<file path="config.mk">
export PLATFORM = sky130hd
export DESIGN_NAME = max11046_conv_ctrl
export DESIGN_NICKNAME = d
export VERILOG_FILES = /design/src/rtl/max11046_conv_ctrl.sv
export SDC_FILE = /design/constraint.sdc
export NUM_CORES = 1
export LEC_CHECK = 0
export ABC_AREA = 1
export BUFFER_PORTS_ARGS = -buffer_cell sky130_fd_sc_hd__buf_2
export CAP_MARGIN = 20
export CELL_PAD_IN_SITES_DETAIL_PLACEMENT = 1
export CELL_PAD_IN_SITES_GLOBAL_PLACEMENT = 2
export CORE_ASPECT_RATIO = 0.5
export CORE_MARGIN = 4
export CORE_UTILIZATION = 27
export DETAILED_ROUTE_END_ITERATION = 12
export PLACE_DENSITY = 0.66
export SKIP_CTS_REPAIR_TIMING = 1
export SYNTH_ARGS = -nofsm -noshare
export SYNTH_HDL_FRONTEND = slang
export SYNTH_SLANG_ARGS = --single-unit
</file>
<file path="constraint.sdc">
create_clock -name clock -period 3.54 [get_ports clock]
set_clock_uncertainty 0.2 [all_clocks]
set_input_delay 0.354 -clock clock [delete_from_list [all_inputs] [get_ports clock]]
set_output_delay 0.354 -clock clock [all_outputs]
set_load 0.02 [all_outputs]
</file>
<file path="src/rtl/max11046_conv_ctrl.sv">
// Conversion pacing and parallel readout for the MAX11046 ADC.
// One frame = CONVST pulse, wait for EOC, then NUM_CH CS/RD word reads.
module max11046_conv_ctrl #(
  parameter int SAMPLE_PERIOD = 1000,
  parameter int CONVST_LOW    = 4,
  parameter int RD_LOW        = 3,
  parameter int RD_HIGH       = 2,
  parameter int NUM_CH        = 8,
  parameter int EOC_TIMEOUT   = 255
) (
  input  logic        clock,
  input  logic        reset,
  input  logic        enable,
  input  logic        eoc_n,
  input  logic [15:0] db_in,
  output logic        convst,
  output logic        cs_n,
  output logic        rd_n,
  output logic [15:0] sample_data,
  output logic [2:0]  sample_ch,
  output logic        sample_valid,
  output logic        frame_done,
  output logic        busy,
  output logic        overrun,
  output logic        timeout_err
);
  localparam int PW = $clog2(SAMPLE_PERIOD);
  localparam int TW = 16;
  localparam logic [PW-1:0] PERIOD_LAST = PW'(SAMPLE_PERIOD - 1);
  localparam logic [TW-1:0] CONV_LAST   = TW'(CONVST_LOW - 1);
  localparam logic [TW-1:0] EOC_LAST    = TW'(EOC_TIMEOUT - 1);
  localparam logic [TW-1:0] RDL_LAST    = TW'(RD_LOW - 1);
  localparam logic [TW-1:0] RDH_LAST    = TW'(RD_HIGH - 1);
  localparam logic [2:0]    CH_LAST     = 3'(NUM_CH - 1);

  typedef enum logic [2:0] {IDLE, CONV, WAIT_EOC, READ_LO, READ_HI} state_t;

  state_t          state, state_next;
  logic            eoc_meta, eoc_s;
  logic [PW-1:0]   period_cnt;
  logic            period_last;
  logic            start_pend;
  logic [TW-1:0]   tmr;
  logic [2:0]      ch;
  logic            start, tmr_clr, capture, ch_inc, ch_clr, set_timeout;

  assign period_last = (period_cnt == PERIOD_LAST);

  // sample_valid is a one-cycle pulse with no backpressure: the consumer
  // must take sample_data/sample_ch in the cycle sample_valid is high.
  always_comb begin
    state_next  = state;
    start       = 1'b0;
    tmr_clr     = 1'b0;
    capture     = 1'b0;
    ch_inc      = 1'b0;
    ch_clr      = 1'b0;
    set_timeout = 1'b0;
    convst      = 1'b1;
    cs_n        = 1'b1;
    rd_n        = 1'b1;
    busy        = 1'b1;
    case (state)
      IDLE: begin
        busy = 1'b0;
        if (enable && (start_pend || period_last)) begin
          state_next = CONV;
          start      = 1'b1;
          tmr_clr    = 1'b1;
        end
      end
      CONV: begin
        convst = 1'b0;
        if (tmr == CONV_LAST) begin
          state_next = WAIT_EOC;
          tmr_clr    = 1'b1;
        end
      end
      WAIT_EOC: begin
        if (!eoc_s) begin
          state_next = READ_LO;
          tmr_clr    = 1'b1;
        end else if (tmr == EOC_LAST) begin
          state_next  = IDLE;
          set_timeout = 1'b1;
        end
      end
      READ_LO: begin
        cs_n = 1'b0;
        rd_n = 1'b0;
        if (tmr == RDL_LAST) begin
          state_next = READ_HI;
          tmr_clr    = 1'b1;
          capture    = 1'b1;
        end
      end
      READ_HI: begin
        cs_n = 1'b0;
        if (tmr == RDH_LAST) begin
          tmr_clr = 1'b1;
          if (ch == CH_LAST) begin
            state_next = IDLE;
            ch_clr     = 1'b1;
          end else begin
            state_next = READ_LO;
            ch_inc     = 1'b1;
          end
        end
      end
      default: state_next = IDLE;
    endcase
  end

  always_ff @(posedge clock) begin
    if (reset) begin
      state        <= IDLE;
      eoc_meta     <= 1'b1;
      eoc_s        <= 1'b1;
      period_cnt   <= '0;
      start_pend   <= 1'b1;
      tmr          <= '0;
      ch           <= '0;
      sample_data  <= '0;
      sample_ch    <= '0;
      sample_valid <= 1'b0;
      frame_done   <= 1'b0;
      overrun      <= 1'b0;
      timeout_err  <= 1'b0;
    end else begin
      state        <= state_next;
      eoc_meta     <= eoc_n;
      eoc_s        <= eoc_meta;
      tmr          <= tmr_clr ? '0 : tmr + 1'b1;
      sample_valid <= capture;
      frame_done   <= capture && (ch == CH_LAST);
      if (capture) begin
        sample_data <= db_in;
        sample_ch   <= ch;
      end
      if (ch_clr) ch <= '0;
      else if (ch_inc) ch <= ch + 1'b1;
      if (start) period_cnt <= '0;
      else if (enable || state != IDLE) period_cnt <= period_last ? '0 : period_cnt + 1'b1;
      // A period boundary missed during a frame is remembered so the next
      // conversion launches as soon as the frame returns to IDLE.
      if (start) start_pend <= 1'b0;
      else if (period_last && state != IDLE) start_pend <= 1'b1;
      if (period_last && state != IDLE) overrun <= 1'b1;
      if (set_timeout) timeout_err <= 1'b1;
    end
  end
endmodule
</file>
* After elaboration in Yosys (flattened, before gate mapping)
Cells that the tools add are included.
W data, S select, Z words.
** Storage, ports and cells
- Register bits :: 58
- Bits of input ports :: 20
- Output and inout bits :: 27
- Logic and storage cells :: 76
** Cells by class
- Mux-type cells :: 32
- Equal/unequal tests :: 15
- Add/subtract/negate cells :: 3
- Reduce and logical (&&, ||, !) cells :: 13
** Operators with widths (number)
- $eq A16 B2 Y1 const B :: 2
- $mux W1 :: 22
- $mux W3 :: 6
- $add A16 B1 Y16 const B :: 1
- $eq A16 B1 Y1 const B :: 1
- $eq A16 B8 Y1 const B :: 1
- $pmux W3 S5 :: 1
- $add A10 B1 Y10 const B :: 1
- $eq A10 B10 Y1 const B :: 1
- $mux W10 :: 1
- $ne A2 B2 Y1 const B :: 4
- $reduce_or A2 Y1 :: 4
- $eq A3 B2 Y1 const B :: 2
- $eq A3 B3 Y1 const B :: 2
- $pmux W1 S5 :: 1
- $reduce_and A5 Y1 :: 1
- $add A3 B1 Y3 const B :: 1
- $eq A3 B1 Y1 const B :: 1
- $logic_and A1 B1 Y1 :: 3
- $logic_not A3 Y1 :: 1
- $ne A3 B3 Y1 const B :: 1
- $reduce_bool A3 Y1 :: 1
- $logic_or A1 B1 Y1 :: 2
- $mux W2 :: 1
- $reduce_bool A2 Y1 :: 1

* Longest topological paths before layout
- Depth after elaboration :: 6
- Depth in mapped cells :: 12
- Gate-level depth less buffers :: 11

* Worst setup path before layout
No wires, ideal clock.
- Path type :: register to register
- Start :: register period_cnt[0]
- End :: register tmr[6]
- Setup slack :: 1.804 ns
- Library setup time :: 0.117 ns
- Stages on the path, launching flop included :: 12
- Arrival time :: 1.419 ns
- Buffers on the path :: 1
- Cell sequence :: dfxtp_1 -> ha_1 -> nand2_1 -> nor3_2 -> nand3_1 -> nand2_1 -> nand3_2 -> nand2_2 -> inv_1 -> nand2_4 -> buf_12 -> nor2_2
** On the way
- Word-level cells in the longest chain between the ends :: 6
** RTL lines
- from (decl) :: RTL line 40 : logic [PW-1:0] period_cnt;
- from (signal assigned) :: RTL line 143 : else if (enable || state != IDLE) period_cnt <= period_last ? '0 : period_cnt + 1'b1;
- $eq A10 B10 Y1 :: RTL line 47 : assign period_last = (period_cnt == PERIOD_LAST);
- $logic_or A1 B1 Y1 :: RTL line 66 : if (enable && (start_pend || period_last)) begin
- $logic_and A1 B1 Y1 :: RTL line 66
- $mux W1 :: RTL line 66
- $pmux W1 S5 :: RTL line 63 : case (state)
- $reduce_or A2 Y1 (no line)
- to (signal assigned) :: RTL line 133 : tmr <= tmr_clr ? '0 : tmr + 1'b1;
- to (decl) :: RTL line 43 : logic [TW-1:0] tmr;
No other way between the ends.
A chain may end at the register's enable or synchronous reset.

* Final worst setup path
- Start :: register tmr[1]
- End :: register tmr[15]
** On the way
- Word-level cells in the longest chain between the ends :: 4
- Elaborated cells between the ends (all ways) :: 9
- Classes of those cells :: add/sub (1); eq/ne (3); mux (4); reduce/logical (1)
** RTL lines
- $eq A16 B1 Y1 (tied with other cells) :: RTL line 99 : if (tmr == RDH_LAST) begin
- $mux W1 (on tied branches) :: RTL line 99, 74, 91
- $pmux W1 S5 :: RTL line 63
- $reduce_or A2 Y1 (no line)
Several ways; a longest one is shown, not always the timed one.

==> results.md <==
* Outcome: complete, no violations
* Worst path cell trace: ha_1, nand2_1, nor2_1, nand3_2, nand2_2, nor2_2, nand2_4, nor2_1
* Pin count of the biggest net entering global routing at 43
* First-pass GRT wire length at 11300 um
* Avg Inst Size Synth at 7.68 um^2
* CP peak stage delay at ~0.6 ns
* CP most frequent cell: nor2_1
* Peak VDD IR at around 0.22 mV
* Via count at roughly 2.3k
* Fmax at 415 MHz
* Routability congestion estimate from global placement at 0.829
* Area contributors post-synth: dfxtp_1 44%, inv_1 7.2%, nand2_1 6.9%
* WP data required at about 3.5 ns
* Starting Density at 0.279
* Mapped Area at 2660 um^2
* Core region area at 9510 um^2
* Top cell type's share of synthesized area at 0.437
* Setup violations, final at 0
* DIE AREA at around 12000 um^2
* Tot Pwr at 0.00188 W
* Die Y at roughly 80 um
* Via density at between 4 and 5
* Crit start category: register
* Port Buf Inserts at 46
* Sequential fraction of the synthesis area at 0.437
* Skew-Pair Late Insertion Delay at between 0.3 and 0.4 ns
* CTS buffer count at 9
* Clock power frac at 0.471
* Reg2reg end: tmr[15]
* Commonest non-fill, non-tap cells in the layout: 58 x dfxtp_1, 51 x inv_1, 49 x nand2_1, 46 x buf_2, 42 x nor2_1
* Area of placed instances at 3010 um^2
* Tot GR Track Use at 0.121
* Int Power at 0.00136 W
* Post-synth top area cell: dfxtp_1
* Combinational fraction of design power at 0.150
* Total grt overflow at 0
* Max Root-Sink Buffers at 2
* Final hold slack at 0.0152 ns
* RR Startpoint: tmr[1]
* RSZ-0062 raised after global routing: no
* Final Util at 0.349
* Final setup TNS at 0 ns
* FILL cells at 1209
* Netlist cell types at 30
* Flop pwr share at 0.379
* P per Cell Area at 565 nW/um^2
* FF+latch count, synth at 58
* R2R depth at 8
* Critical path origin: tmr[1]
* Routed Antenna Nets at 0
* Share of post-route cells with drive strength above 1 at 0.239
* Final Net Count at roughly 420
* Slew margin rel. at 0.518
* DR DRC count at 0
* TritonCTS clock tree: built
* Area growth syn-to-layout at 25.0%
* Critical path's slowest cell: nand3_2
* CP endpoint kind: register
* Sum of buffers and inverters on the critical path at 0
* # clock sinks at 58
* Final period utilization at 0.681
* Reg2reg setup slack at 1.13 ns
* Initial antenna violation count at 0
* Fin crit period at 2.41 ns
* Drt pass-1 iters at 4
* Hold Crit Class: input port to register
* H-tree level count at 3
* Yosys warning count at 0
* Post-Route WL at 6390 um
* CP Class: register to register
* # diodes at 0
* Worst slew pin tran at just over 0.7 ns
* Root Buffer: clkbuf_16
* Gate Count Post-Synth at ~350
* Post-Layout Inst Area at 3320 um^2
* WP data arrival at roughly 2.4 ns
* Clock transition at path regs at 0.05 ns
* Vias in the first global route at ~2.4k
* Sw Pwr at 0.000520 W
* Switching Fraction at 0.277
* Commonest non-fill, non-tap cell in the layout: dfxtp_1
* Mapped Nets at 372
* Dpl hpwl at a little under 5000 um
* Fin. max-slew vios at 0
* Die W at 148 um
* Final hold vios at 0
* Ports at 47
* CP Capture Point: tmr[15]
* Crit-path leading delay family: simple AND/OR/NAND/NOR gates
* Worst path depth at 8
* Std cell rows at 25
* Max-cap violations at 0
* Pleak at 1.40 nW
* DRT iter0 DRCs at 46
* Wire per inst at around 12 um
* Critical path peak fanout at 42
registers in the layout, indices dropped and copies added, names as in the netlist:
signal and cells:
tmr 16, start_pend 1, sample_data 16, frame_done 1
ch 3, sample_valid 1, timeout_err 1, sample_ch 3
period_cnt 10, eoc_meta 1, eoc_s 1, state 3
overrun 1
Yosys cell counts (all sizes together):
library cell / count
nand3b: 1
nor3b: 1
o22ai: 1
nand3: 12
nor3: 8
inv: 53
o21a: 2
nand4: 8
o21ai: 24
clkbuf: 6
a211oi: 1
dfxtp: 58
and3: 1
buf: 1
ha: 6
xnor2: 7
or2: 5
nand2: 55
xor2: 10
nor2: 57
a21oi: 29
stage by stage:
step / worst slack, ns / std cells
floorplan: 1.80 / 346
global placement: 1.25 / 520
detailed placement: 1.07 / 520
CTS: 1.05 / 536
global route: 0.869 / 536
finish: 1.13 / 536
cells by family after synthesis:
| logic type | count (synthesis) | synth area share |
|---|---|---|
| compound gates | 57 | 0.112 |
| xor+xnor | 17 | 0.0561 |
| fa+ha+maj | 6 | 0.0283 |
| flops | 58 | 0.437 |
| buf+inv | 60 | 0.0909 |
| simple gates | 148 | 0.276 |
power groups by stage:
stage / combinational (W) / clock [W] / sequential [W]
floorplan: 0.000218 / 0 / 0.000722
global placement: 0.000279 / 0 / 0.000722
detailed placement: 0.000286 / 0 / 0.000726
CTS: 0.000288 / 0.000914 / 0.000712
global route: 0.000328 / 0.000943 / 0.000717
finish: 0.000281 / 0.000884 / 0.000712
worst min path at each step:
stage,from,endpoint,depth (start not counted)
floorplan,eoc_meta,eoc_s,1
global placement,eoc_meta,eoc_s,1
detailed placement,eoc_meta,eoc_s,1
CTS,eoc_n,eoc_meta,2
global route,eoc_n,eoc_meta,2
finish,eoc_n,eoc_meta,2
final cells by class:
cell class	instances	area, um^2	share of cell area
multi-input combinational	228	1250	0.378
sequential	58	1160	0.350
tap	135	169	0.0509
inverter	53	199	0.0599
clock buffer	12	256	0.0773
clock inverter	4	50.0	0.0151
timing repair buffer	46	230	0.0694
per-layer routing:
| metal | vias to the layer above | global-route usage | wire, um |
|---|---|---|---|
| li1 | 1188 | - | - |
| met1 | 1050 | 0.145 | 3100 |
| met2 | 40 | 0.190 | 2820 |
| met3 | 7 | 0.0525 | 367 |
| met4 | 0 | 0.0498 | 103 |
| met5 | - | 0 | 0 |
Note: power is estimated with default switching activity, not from simulation.
